**config.mk**
```make
export PLATFORM = sky130hd
export DESIGN_NAME = compare_debounce_flat
export DESIGN_NICKNAME = d
export VERILOG_FILES = /design/src/rtl/compare_debounce_if.sv /design/src/rtl/compare_debounce.sv /design/src/flat_wrapper.sv
export SDC_FILE = /design/constraint.sdc
export NUM_CORES = 1
export LEC_CHECK = 0
export ABC_AREA = 1
export BUFFER_PORTS_ARGS = -buffer_cell sky130_fd_sc_hd__buf_2
export CELL_PAD_IN_SITES_DETAIL_PLACEMENT = 1
export CELL_PAD_IN_SITES_GLOBAL_PLACEMENT = 1
export CORE_MARGIN = 2
export CORE_UTILIZATION = 41
export CTS_CLUSTER_DIAMETER = 80
export CTS_CLUSTER_SIZE = 8
export DETAILED_ROUTE_END_ITERATION = 7
export PLACE_DENSITY_LB_ADDON = 0.1
export SLEW_MARGIN = 5
export SYNTH_ARGS = -nofsm -noshare
export SYNTH_HDL_FRONTEND = slang
export SYNTH_SLANG_ARGS = --single-unit
```
**constraint.sdc**
```tcl
create_clock -name clk -period 1.8 [get_ports clk]
set_input_delay 0.09 -clock clk [delete_from_list [all_inputs] [get_ports clk]]
set_output_delay 0.09 -clock clk [all_outputs]
set_load 0.01 [all_outputs]
```
**src/rtl/compare_debounce_if.sv**
```systemverilog
// rtl/compare_debounce_if.sv - comparator sample and debounced status bundle
interface compare_debounce_if #(
  parameter int CNT_W = 8
);
  logic             in_valid;
  logic             less;
  logic             equal;
  logic             bigger;
  logic             clr_err;
  logic [1:0]       state;
  logic             change;
  logic [CNT_W-1:0] event_count;
  logic             onehot_err;

  modport master (
    output in_valid, less, equal, bigger, clr_err,
    input  state, change, event_count, onehot_err
  );

  modport slave (
    input  in_valid, less, equal, bigger, clr_err,
    output state, change, event_count, onehot_err
  );
endinterface

```
**src/rtl/compare_debounce.sv**
```systemverilog
// rtl/compare_debounce.sv - debounces one-hot comparator relations into a committed state
module compare_debounce #(
  parameter int DEBOUNCE = 3,
  parameter int CNT_W    = 8
) (
  input logic               clk,
  input logic               rst,
  compare_debounce_if.slave bus
);
  typedef enum logic [1:0] {
    UNKNOWN = 2'b00,
    LESS    = 2'b01,
    EQUAL   = 2'b10,
    BIGGER  = 2'b11
  } rel_t;

  localparam logic [3:0]       DEB     = 4'(DEBOUNCE);
  localparam logic [CNT_W-1:0] CNT_MAX = {CNT_W{1'b1}};

  rel_t             cur;
  rel_t             cand;
  logic [3:0]       run;
  logic             change_q;
  logic [CNT_W-1:0] count_q;
  logic             err_q;

  rel_t       code;
  logic       legal;
  rel_t       cand_next;
  logic [3:0] run_next;

  always_comb begin
    code  = UNKNOWN;
    legal = 1'b1;
    unique case ({bus.less, bus.equal, bus.bigger})
      3'b100:  code = LESS;
      3'b010:  code = EQUAL;
      3'b001:  code = BIGGER;
      default: legal = 1'b0;
    endcase
  end

  // A zero run means the previous sample was illegal, so even a matching code restarts.
  always_comb begin
    cand_next = code;
    run_next  = 4'd1;
    if (code == cand && run != 4'd0) begin
      cand_next = cand;
      run_next  = (run >= DEB) ? DEB : run + 4'd1;
    end
  end

  always_ff @(posedge clk or posedge rst) begin
    if (rst) begin
      cur      <= UNKNOWN;
      cand     <= UNKNOWN;
      run      <= 4'd0;
      change_q <= 1'b0;
      count_q  <= '0;
      err_q    <= 1'b0;
    end else begin
      change_q <= 1'b0;
      if (bus.clr_err) begin
        err_q <= 1'b0;
      end
      if (bus.in_valid) begin
        if (legal) begin
          cand <= cand_next;
          run  <= run_next;
          if (run_next == DEB && cand_next != cur) begin
            cur <= cand_next;
            if (cur != UNKNOWN) begin
              change_q <= 1'b1;
              if (count_q != CNT_MAX) begin
                count_q <= count_q + 1'b1;
              end
            end
          end
        end else begin
          err_q <= 1'b1;
          run   <= 4'd0;
        end
      end
    end
  end

  assign bus.state       = cur;
  assign bus.change      = change_q;
  assign bus.event_count = count_q;
  assign bus.onehot_err  = err_q;
endmodule
```
**src/flat_wrapper.sv**
```systemverilog
// flat-port wrapper written by rule: the top's interface ports become plain ports
module compare_debounce_flat 
#(
  parameter int DEBOUNCE = 3,
  parameter int CNT_W    = 8
)
  (clk, rst, bus_in_valid, bus_less, bus_equal, bus_bigger, bus_clr_err, bus_state, bus_change, bus_event_count, bus_onehot_err);
  compare_debounce_if #(.CNT_W(CNT_W)) bus_i ();
  input logic clk;
  input logic rst;
  input wire logic [$bits(bus_i.in_valid)-1:0] bus_in_valid;
  input wire logic [$bits(bus_i.less)-1:0] bus_less;
  input wire logic [$bits(bus_i.equal)-1:0] bus_equal;
  input wire logic [$bits(bus_i.bigger)-1:0] bus_bigger;
  input wire logic [$bits(bus_i.clr_err)-1:0] bus_clr_err;
  output wire logic [$bits(bus_i.state)-1:0] bus_state;
  output wire logic [$bits(bus_i.change)-1:0] bus_change;
  output wire logic [$bits(bus_i.event_count)-1:0] bus_event_count;
  output wire logic [$bits(bus_i.onehot_err)-1:0] bus_onehot_err;
  assign bus_i.in_valid = bus_in_valid;
  assign bus_i.less = bus_less;
  assign bus_i.equal = bus_equal;
  assign bus_i.bigger = bus_bigger;
  assign bus_i.clr_err = bus_clr_err;
  assign bus_state = bus_i.state;
  assign bus_change = bus_i.change;
  assign bus_event_count = bus_i.event_count;
  assign bus_onehot_err = bus_i.onehot_err;
  compare_debounce #(.DEBOUNCE(DEBOUNCE), .CNT_W(CNT_W)) u_core (.clk(clk), .rst(rst), .bus(bus_i));
endmodule
```
==> key figures, run 1 <==
Status
  • Status: completed

STA
  • Worst Clk Skew: 0.00635 ns
  • Minimum clock period: 1.73 ns
  • Count of pins over their slew limit: 0
  • Worst slew margin relative to its limit: 53.5%
  • Hold violation total from the final report: 0
  • Share of the cycle needed by the critical path after routing: 95.9%
  • Total Neg Setup Slack: 0 ns
  • Number of setup violations in the final report: 0
  • Transition at the pin with the smallest max-transition slack: 0.696 ns
  • Maximum frequency from static timing analysis: 579 MHz
  • Worst hold slack: 0.0628 ns

Yosys
  • Yosys Warn Count: 0
  • Sequential fraction of the synthesis area: 39.6%
  • Post-synth net total: 145
  • Ranking of synthesized cells by instance count: 27 x nand2_1, 21 x inv_1, 18 x dfrtp_1
  • Flip-flop cell with the highest count after synthesis: dfrtp_1
  • Most frequent cell after synthesis: nand2_1
  • Synthesized area per cell: around 8.4 um^2
  • Number of standard cells after synthesis: between 100 and 150
  • Largest cells by area after synthesis: dfrtp_1 40%, nand2_1 8.9%, inv_1 6.9%
  • Top cell type's share of synthesized area: 39.6%
  • Fraction of registers with async set or reset after synthesis: 100%
  • Synthesized flop and latch total: 18
  • Distinct cell type count after synthesis: 28
  • Yosys top cell by area: dfrtp_1
  • Count of flip-flops with a built-in enable after synthesis: 0
  • Summed instance area of the synthesized netlist: about 0.0011 mm^2

Hold path
  • Hold worst-path end: u_core.run[2]
  • Start point of the worst min-delay path: bus_in_valid
  • Depth of the worst hold-timing path: 2
  • Type of the tightest min-delay check: in -> reg

Worst setup path
  • Worst-case reg-to-reg path depth: 11
  • Crit-path slowest cell: dfrtp_1
  • Endpoint of the worst-slack reg-to-reg timing path: u_core.bus.event_count[3]
  • Critical path startpoint category: register
  • Total buffers and inverters traversed by the critical path: 2
  • Delay contributed by the slowest stage of the critical path: between 0.4 and 0.5 ns
  • Startpoint of the worst register-to-register path: u_core.run[0]
  • Worst setup EP type: register
  • Critical path class: reg -> reg
  • CP max FO: 6
  • Critical path arrival: 1.92 ns
  • Cell family contributing the most delay on the critical path: simple AND/OR/NAND/NOR gates
  • Required time worst endpoint: 1.99 ns
  • Setup slack on the worst flop-to-flop path: 0.07 ns
  • Critical-path cell list: inv_2 > ha_4 > nand2_4 > nand3_4 > nor2_8 > nand2_4 > nor3_4 > buf_12 > nand3_1 > nand2_1 > nand2_1
  • CP Depth: 11

Die
  • Area of the placeable core: 0.00269 mm^2
  • Area of the die: 0.00321 mm^2
  • Chip height: around 57 um
  • Number of rows created at floorplan: 19
  • I/O pin total: 19
  • Initial cell density of the core: 42.3%
  • Horizontal die dimension: 56.6 um

Power and ir drop
  • Leakage power total: 0.000774 uW
  • Worst voltage drop across the vdd grid: 0.504 mV
  • Post-layout power: 1090 uW
  • Power density relative to cell area: 758 mW/mm^2

Detailed routing
  • Vias per cell: 5.03
  • Overall via count from detail_route: 980
  • First-pass iteration count of the detailed router: 4
  • Routed Wire Length: 2.78 mm
  • Detailed-route DRC error count: 0
  • Detail-routed net length per standard cell: around 14 um
  • Number of nets with antenna violations after routing: 0
  • Count of routing violations after the opening detailed-route iteration: 29

Clock network
  • Clock latency at the later pin of the worst-skew pair: 0.29 ns
  • Clock tree from TritonCTS: done
  • Sink Count: 18
  • Clock H-tree levels: 1
  • Clock input transition at the sequential cells of the worst setup and hold paths: 0.11 ns
  • TritonCTS buffer count: 3
  • Clock root buffer: clkbuf_4
  • CTS max path bufs: 2

Finish
  • Count of inserted antenna diode cells: 0
  • Total number of nets in the final design: 175
  • Layout cell share with drive strength beyond 1: a little over a third
  • Area growth from synthesis to layout: 26.9%
  • Final core utilization: 53.7%

Global route
  • Number of global-route vias before repair: 1,004
  • Largest net degree at the start of global routing: 19
  • First-pass GRT wire length: roughly 4.5 mm
  • Antenna violations before repair: 0
  • GRT Resource Usage Total: 18.0%
  • Overflow left after global routing: 0

Place
  • Total half-perimeter wirelength after legalization and detailed placement: 1.94 mm
  • Routability-driven placement congestion ratio: a little over 0.7
  • Buffers on Ports: 18

Job
  • Number of maximum-capacitance violations: 0
==> stage by stage <==
stage,worst slack [ns],instance area (um^2),cells
2_1_floorplan,0.289,1140,135
3_3_place_gp,0.124,1260,183
3_5_place_dp,0.0451,1260,183
4_1_cts,0.00929,1310,189
5_1_grt,-0.0585,1440,195
6_report,0.0731,1440,195
==> worst max path at each step <==
stage	slack [ns]	from	end
after floorplan	0.29	u_core.bus.event_count[0]	u_core.bus.event_count[3]
after global placement	0.12	u_core.run[0]	u_core.bus.event_count[5]
after detailed placement	0.05	u_core.run[0]	u_core.bus.event_count[3]
after CTS	0.009	u_core.run[0]	u_core.bus.event_count[3]
after global routing	-0.06	u_core.run[0]	u_core.bus.event_count[5]
final	0.07	u_core.run[0]	u_core.bus.event_count[3]
==> repair_timing <==
action,4_1_cts,5_1_grt
hold endpoints to repair,19,0
buffers inserted,0,5
gates resized for setup,0,14
setup endpoints to repair,0,7
hold buffers,2,0
==> state kept, by name, summed over array words and instances (netlist names) <==
name and flops:
u_core.bus.change 1, u_core.bus.state 2, u_core.cand 2, u_core.run 4
u_core.bus.event_count 8, u_core.bus.onehot_err 1
==> logic make-up after synthesis <==
kind of cell    share of synthesized area [%]
flops                                    39.6
compound gates                           3.96
fa+ha+maj                                3.30
xor+xnor                                 1.54
buf+inv                                  9.36
simple gates                             42.2
==> cell usage in the layout, fill, tap and decap left out, types with 3 or more instances in the layout <==
| cell | instances |
|---|---|
| nand2_1 | 24 |
| inv_1 | 19 |
| buf_2 | 18 |
| dfrtp_1 | 18 |
| nand3_1 | 12 |
| nand4_1 | 9 |
| nor2_1 | 7 |
| nand2_4 | 7 |
| nand2_2 | 6 |
| inv_2 | 5 |
| buf_4 | 4 |
| o21ai_0 | 3 |
| clkbuf_4 | 3 |
==> report_power, final <==
part           leakage [uW]  switching [uW]  internal [uW]
Combinational      0.000515             201            138
Sequential         0.000239            49.4            449
Clock             0.0000210             131            123
Total              0.000774             381            711
==> metal layers <==
metal  wire length [um]  GRT usage (%)  vias up
met5                  0              0        -
met4                 32           7.14        0
met3                 51           2.07        4
met2               1500           31.4        7
met1               1200           22.4      468
li1                   -              -      501
==> layout make-up <==
class | count | area [um^2]
flip-flops and latches | 18 | 450
well taps | 31 | 38.8
inverters | 24 | 90.1
repair buffers | 27 | 196
fillers | 328 | 1240
multi-input cells | 91 | 629
clock buffers | 4 | 36.3
Note: power is estimated with default switching activity, not from simulation.
==> run 2, diff against run 1 <==
Settings changed: CAP_MARGIN set to 0, PLACE_DENSITY set to 0.85, PLACE_DENSITY_LB_ADDON 0.1 to unset.
Clock period 1.8 ns to 1.7 ns, I/O delays scaled along.
==> run 2 against run 1 <==
Net effect:
- the run now ends with setup timing left
- register-to-register slack worse by 0.097 ns
- count of clock-buffer cells in the layout unchanged
- power up 9.0%
- maximum frequency up 0.16%
- largest cell class unchanged
- largest power group unchanged
==> key figures, run 2 (synthesis gave the netlist of run 1 again) <==
Status
  • Status: finished, violations left
  • Violated checks: setup timing

Die
  • Initial cell density of the core: 42.3%
  • I/O pin total: 19
  • Area of the placeable core: 0.00269 mm^2
  • Horizontal die dimension: 56.6 um
  • Chip height: between 50 and 60 um
  • Area of the die: 0.00321 mm^2
  • Number of rows created at floorplan: 19

Power and ir drop
  • Cell-internal power: around 760 uW
  • Part of the total power dissipated in sequential elements: 44.3%
  • Worst voltage drop across the vdd grid: roughly 0.69 mV
  • Net switching power: between 400 and 500 uW
  • Post-layout power: 1190 uW
  • Part of the total power dissipated in combinational logic: 32.0%
  • Leakage power total: 0.000765 uW
  • Power density relative to cell area: roughly 830 mW/mm^2
  • Clock share of power: 23.7%
  • Switching Share: 36.4%

Finish
  • Flip-flop count of the largest register after layout: 8
  • Sequential cell area: 450 um^2
  • Final core utilization: 53.1%
  • Count of inserted antenna diode cells: 0
  • Layout cell share with drive strength beyond 1: 35.0%
  • Multi-input gate area: ~630 um^2
  • Area growth from synthesis to layout: 25.7%
  • Most common library cell in the layout ignoring fill and taps: nand2_1
  • Commonest cells after routing, fill and taps aside: 25 x nand2_1, 20 x inv_1, 18 x buf_2, 18 x dfrtp_1, 10 x nand3_1
  • # fillers: 329
  • Total number of nets in the final design: approximately 170

Detailed routing
  • First-pass iteration count of the detailed router: 2
  • Number of nets with antenna violations after routing: 0
  • Overall via count from detail_route: 1,017
  • Detail-routed net length per standard cell: 15.6 um
  • Routed Wire Length: 3.03 mm
  • Count of routing violations after the opening detailed-route iteration: 7
  • Vias per cell: 5.24
  • Detailed-route DRC error count: 0

Worst setup path
  • Crit-path slowest cell: dfrtp_1
  • Delay contributed by the slowest stage of the critical path: ~0.39 ns
  • Critical path class: reg -> reg
  • CP Depth: 11
  • Startpoint of the worst register-to-register path: u_core.run[1]
  • Worst setup EP type: register
  • Crit path launch: u_core.run[1]
  • CP max FO: 6
  • Setup slack on the worst flop-to-flop path: -0.02 ns
  • Critical path startpoint category: register
  • Critical-path cell list: inv_1 > ha_4 > nand2_4 > nand3_4 > nor2_8 > nand2_4 > nor3_4 > buf_12 > nand3_2 > nand2_1 > nand2_1
  • Required time worst endpoint: 1.91 ns
  • Cell family contributing the most delay on the critical path: simple AND/OR/NAND/NOR gates
  • Total buffers and inverters traversed by the critical path: 2
  • Endpoint of the worst-slack reg-to-reg timing path: u_core.bus.event_count[2]
  • Worst-case reg-to-reg path depth: 11
  • Critical path arrival: between 1.5 and 2 ns

STA
  • Transition at the pin with the smallest max-transition slack: 0.717 ns
  • Maximum frequency from static timing analysis: 580 MHz
  • Number of setup violations in the final report: 3
  • Total Neg Setup Slack: -0.0298 ns
  • Worst slew margin relative to its limit: 52.2%
  • Setup repair after global routing missed its margin: yes
  • Count of pins over their slew limit: 0
  • Worst Clk Skew: 0.00325 ns
  • Hold violation total from the final report: 0
  • Setup ws final: -0.0240 ns
  • Share of the cycle needed by the critical path after routing: 101%
  • Minimum clock period: 1.72 ns

Global route
  • Largest net degree at the start of global routing: 19
  • Antenna violations before repair: 0
  • First-pass GRT wire length: 4.64 mm
  • Number of global-route vias before repair: between 1,000 and 1,500
  • Overflow left after global routing: 0
  • GRT Resource Usage Total: roughly a fifth

Hold path
  • Hold worst-path end: u_core.run[2]
  • Depth of the worst hold-timing path: 2
  • Type of the tightest min-delay check: in -> reg
  • Start point of the worst min-delay path: bus_in_valid

Place
  • Routability-driven placement congestion ratio: between 0.7 and 0.8
  • Total half-perimeter wirelength after legalization and detailed placement: ~2 mm
  • Buffers on Ports: 18
  • Pre-CTS worst setup slack: 0.0542 ns

Clock network
  • TritonCTS buffer count: 3
  • Sink Count: 18
  • Clock input transition at the sequential cells of the worst setup and hold paths: 0.11 ns
  • Clock root buffer: clkbuf_4
  • Clock tree from TritonCTS: done
  • Clock H-tree levels: 1
  • Clock latency at the later pin of the worst-skew pair: 0.31 ns
  • CTS max path bufs: 2

Job
  • Number of maximum-capacitance violations: 0
run 2: worst max path at each step:
stage / endpoint
after floorplan: u_core.bus.event_count[3]
after global placement: u_core.bus.event_count[2]
after detailed placement: u_core.bus.event_count[2]
after CTS: u_core.bus.event_count[0]
after global routing: u_core.bus.event_count[2]
final: u_core.bus.event_count[2]
run 2: area by class of cell:
type,count,area share [%]
clock buffer,4,2.54
inverter,24,6.31
multi-input combinational,91,43.9
sequential,18,31.6
tap,31,2.72
timing repair buffer,26,13.0
run 2: through the flow:
stage          hold WS [ns]  instance area [um^2]  cells
2_1_floorplan        0.0236                  1140    135
3_3_place_gp          0.231                  1280    185
3_5_place_dp          0.247                  1280    185
4_1_cts              0.0170                  1340    191
5_1_grt              0.0246                  1430    194
6_report             0.0206                  1430    194
run 2: repair_timing:
action	4_1_cts	5_1_grt
endpoints found under the hold margin	19	0
setup endpoints to repair	0	7
buffers inserted	0	2
hold buffers	2	0
resized for setup	0	12
run 2: power by group through the flow:
stage	Combinational (uW)	Sequential [uW]	Clock, uW
after global routing	424	531	303
after floorplan	213	544	0
final	381	527	282
after global placement	331	523	0
after detailed placement	346	528	0
after CTS	357	520	295
run 2: routing by layer:
| metal | GRT usage [%] | vias to the layer above | routed length, um |
|---|---|---|---|
| li1 | - | 500 | - |
| met1 | 21.7 | 497 | 1270 |
| met2 | 34.7 | 14 | 1630 |
| met3 | 3.69 | 6 | 79 |
| met4 | 7.82 | 0 | 49 |
| met5 | 0 | - | 0 |
==> run 3, diff against run 2 <==
Settings changed: CORE_UTILIZATION 41 to 42, CTS_BUF_LIST set to sky130_fd_sc_hd__clkbuf_8, PLACE_DENSITY 0.85 to 0.87.
==> run 3 against run 2 <==
Net effect:
- non-clock buffer count unchanged
- maximum frequency decreased by 1.4%
- worst setup slack got worse by 0.025 ns
- largest cell class unchanged
- via count increased by 3.0%
- the flow still finishes with violations (setup timing)
- cell area rose by 0.79%
- utilization rose by 3.9 points
- flip-flop and latch count unchanged
==> key figures, run 3 (synthesis gave the netlist of run 1 again) <==
Status
  • Status: finished, violations left
  • Violated checks: setup timing

STA
  • Total Neg Setup Slack: -0.122 ns
  • Share of the cycle needed by the critical path after routing: 103%
  • Worst hold slack: approximately 0.014 ns
  • Setup ws final: -0.0489 ns
  • Transition at the pin with the smallest max-transition slack: 0.730 ns
  • Setup repair after global routing missed its margin: yes
  • Worst Clk Skew: ~0.0015 ns
  • Minimum clock period: 1.75 ns
  • Number of setup violations in the final report: 5
  • Hold violation total from the final report: 0
  • Count of pins over their slew limit: 0
  • Worst slew margin relative to its limit: 51.2%
  • Maximum frequency from static timing analysis: 572 MHz

Place
  • # placed instances: 183
  • Routability-driven placement congestion ratio: 0.772
  • Total half-perimeter wirelength after legalization and detailed placement: ~2.1 mm
  • Buffers on Ports: 18

Finish
  • Total number of nets in the final design: approximately 170
  • # fillers: 307
  • Most common library cell in the layout ignoring fill and taps: nand2_1
  • Layout cell share with drive strength beyond 1: 37.0%
  • Count of inserted antenna diode cells: 0
  • Sequential cell area: 450 um^2
  • Multi-input gate area: approximately 640 um^2
  • Commonest cells after routing, fill and taps aside: 25 x nand2_1, 19 x inv_1, 18 x buf_2, 18 x dfrtp_1, 9 x nand4_1
  • Flip-flop count of the largest register after layout: 8
  • Area growth from synthesis to layout: 26.7%
  • Post-route non-filler standard cell count: 192

Global route
  • Number of global-route vias before repair: 1,091
  • Antenna violations before repair: 0
  • GRT Resource Usage Total: 20.1%
  • Overflow left after global routing: 0
  • Largest net degree at the start of global routing: 19
  • First-pass GRT wire length: just under 5 mm

Hold path
  • Type of the tightest min-delay check: in -> reg

Detailed routing
  • First-pass iteration count of the detailed router: 4
  • Detailed-route DRC error count: 0
  • Number of nets with antenna violations after routing: 0
  • Count of routing violations after the opening detailed-route iteration: 27
  • Overall via count from detail_route: 1,048
  • Detail-routed net length per standard cell: 17.9 um
  • Vias per cell: 5.46
  • Routed Wire Length: roughly 3.4 mm

Clock network
  • TritonCTS buffer count: 3
  • Clock latency at the later pin of the worst-skew pair: between 0.2 and 0.3 ns
  • Clock tree from TritonCTS: done
  • CTS max path bufs: 2
  • Clock input transition at the sequential cells of the worst setup and hold paths: 0.07 ns
  • Clock root buffer: clkbuf_8
  • Clock H-tree levels: 1
  • Sink Count: 18

Die
  • Horizontal die dimension: ~56 um
  • Chip height: 56.0 um
  • Initial cell density of the core: 45.0%
  • I/O pin total: 19
  • Number of rows created at floorplan: 18
  • Area of the die: 0.00314 mm^2
  • Area of the placeable core: 0.00252 mm^2

Worst setup path
  • Critical-path cell list: inv_2 > ha_4 > nand2_4 > nand3_4 > nor2_8 > nand2_4 > nor3_4 > clkbuf_16 > nand4_1 > nand2_1
  • Critical path endpoint: u_core.bus.event_count[5]
  • Worst-case reg-to-reg path depth: 10
  • Cell family contributing the most delay on the critical path: simple AND/OR/NAND/NOR gates
  • CP Depth: 10
  • CP most frequent cell: nand2_4
  • Startpoint of the worst register-to-register path: u_core.run[1]
  • Total buffers and inverters traversed by the critical path: 2
  • Delay contributed by the slowest stage of the critical path: 0.41 ns
  • CP max FO: 6
  • Setup slack on the worst flop-to-flop path: -0.05 ns
  • Worst setup EP type: register
  • Critical path startpoint category: register
  • Critical path class: reg -> reg
  • Crit path launch: u_core.run[1]
  • Required time worst endpoint: 1.91 ns
  • Endpoint of the worst-slack reg-to-reg timing path: u_core.bus.event_count[5]
  • Critical path arrival: about 2.0 ns
  • Crit-path slowest cell: dfrtp_1

Job
  • Number of maximum-capacitance violations: 0

Power and ir drop
  • Power density relative to cell area: around 840 mW/mm^2
  • Worst voltage drop across the vdd grid: 0.810 mV
  • Leakage power total: ~0.00077 uW
==> run 3: cell types whose count changed in the layout (fill, tap and decap cells not counted), sizes merged <==
cell	previous run	this run
buf	23	24
clkbuf	5	4
dlygate4sd3	2	1
==> run 3: repair_timing <==
| action | 4_1_cts | 5_1_grt |
|---|---|---|
| setup endpoints to repair | 1 | 8 |
| setup buffers | 0 | 4 |
| endpoints found under the hold margin | 18 | 0 |
| pin swaps | 0 | 7 |
| resized for setup | 1 | 14 |
| hold buffers | 1 | 0 |
| cloned | 0 | 1 |
==> run 3: power breakdown <==
part / leakage, uW / internal, uW / switching (uW)
logic: 0.000507 / 136 / 230
clock network: 0.0000216 / 159 / 160
registers: 0.000239 / 476 / 52.7
==> run 3: final cells by class <==
class / count / share of cell area (%)
multi-input combinational: 91 / 44.3
sequential: 18 / 31.3
timing repair buffer: 26 / 12.7
inverter: 24 / 6.26
tap: 30 / 2.61
clock buffer: 3 / 2.87
==> run 3: how the worst min path moves through the flow <==
stage | from | endpoint | slack [ns] | depth (start not counted)
floorplan | rst | u_core.bus.change | 0.02 | 1
finish | bus_clr_err | u_core.bus.onehot_err | 0.01 | 2
global route | bus_clr_err | u_core.bus.onehot_err | 0.01 | 2
detailed placement | rst | u_core.bus.onehot_err | 0.24 | 2
global placement | rst | u_core.bus.onehot_err | 0.23 | 2
CTS | bus_clr_err | u_core.bus.onehot_err | 0.03 | 2
==> run 3: metal layers <==
layer	track usage, %	routed length, um
met5	0	0
met4	8.50	106
met3	3.02	97
met2	38.2	1780
met1	21.8	1460
==> run 3: worst register-to-register path: cells and delay by family, from the launching register on <==
kind	cells	cell delay, ns
simple gates	7	0.83
flops	1	0.41
buf+inv	2	0.29
fa+ha+maj	1	0.16
==> run 3: stage by stage <==
stage	total power (uW)	setup WS, ns	utilization (%)	area (um^2)
after floorplan	756	0.189	-	1140
after global placement	834	0.0953	50.5	1270
after detailed placement	855	-0.00208	50.5	1270
after CTS	1160	0.0408	52.7	1330
after global routing	1280	-0.140	57.0	1440
final	1210	-0.0489	57.0	1440
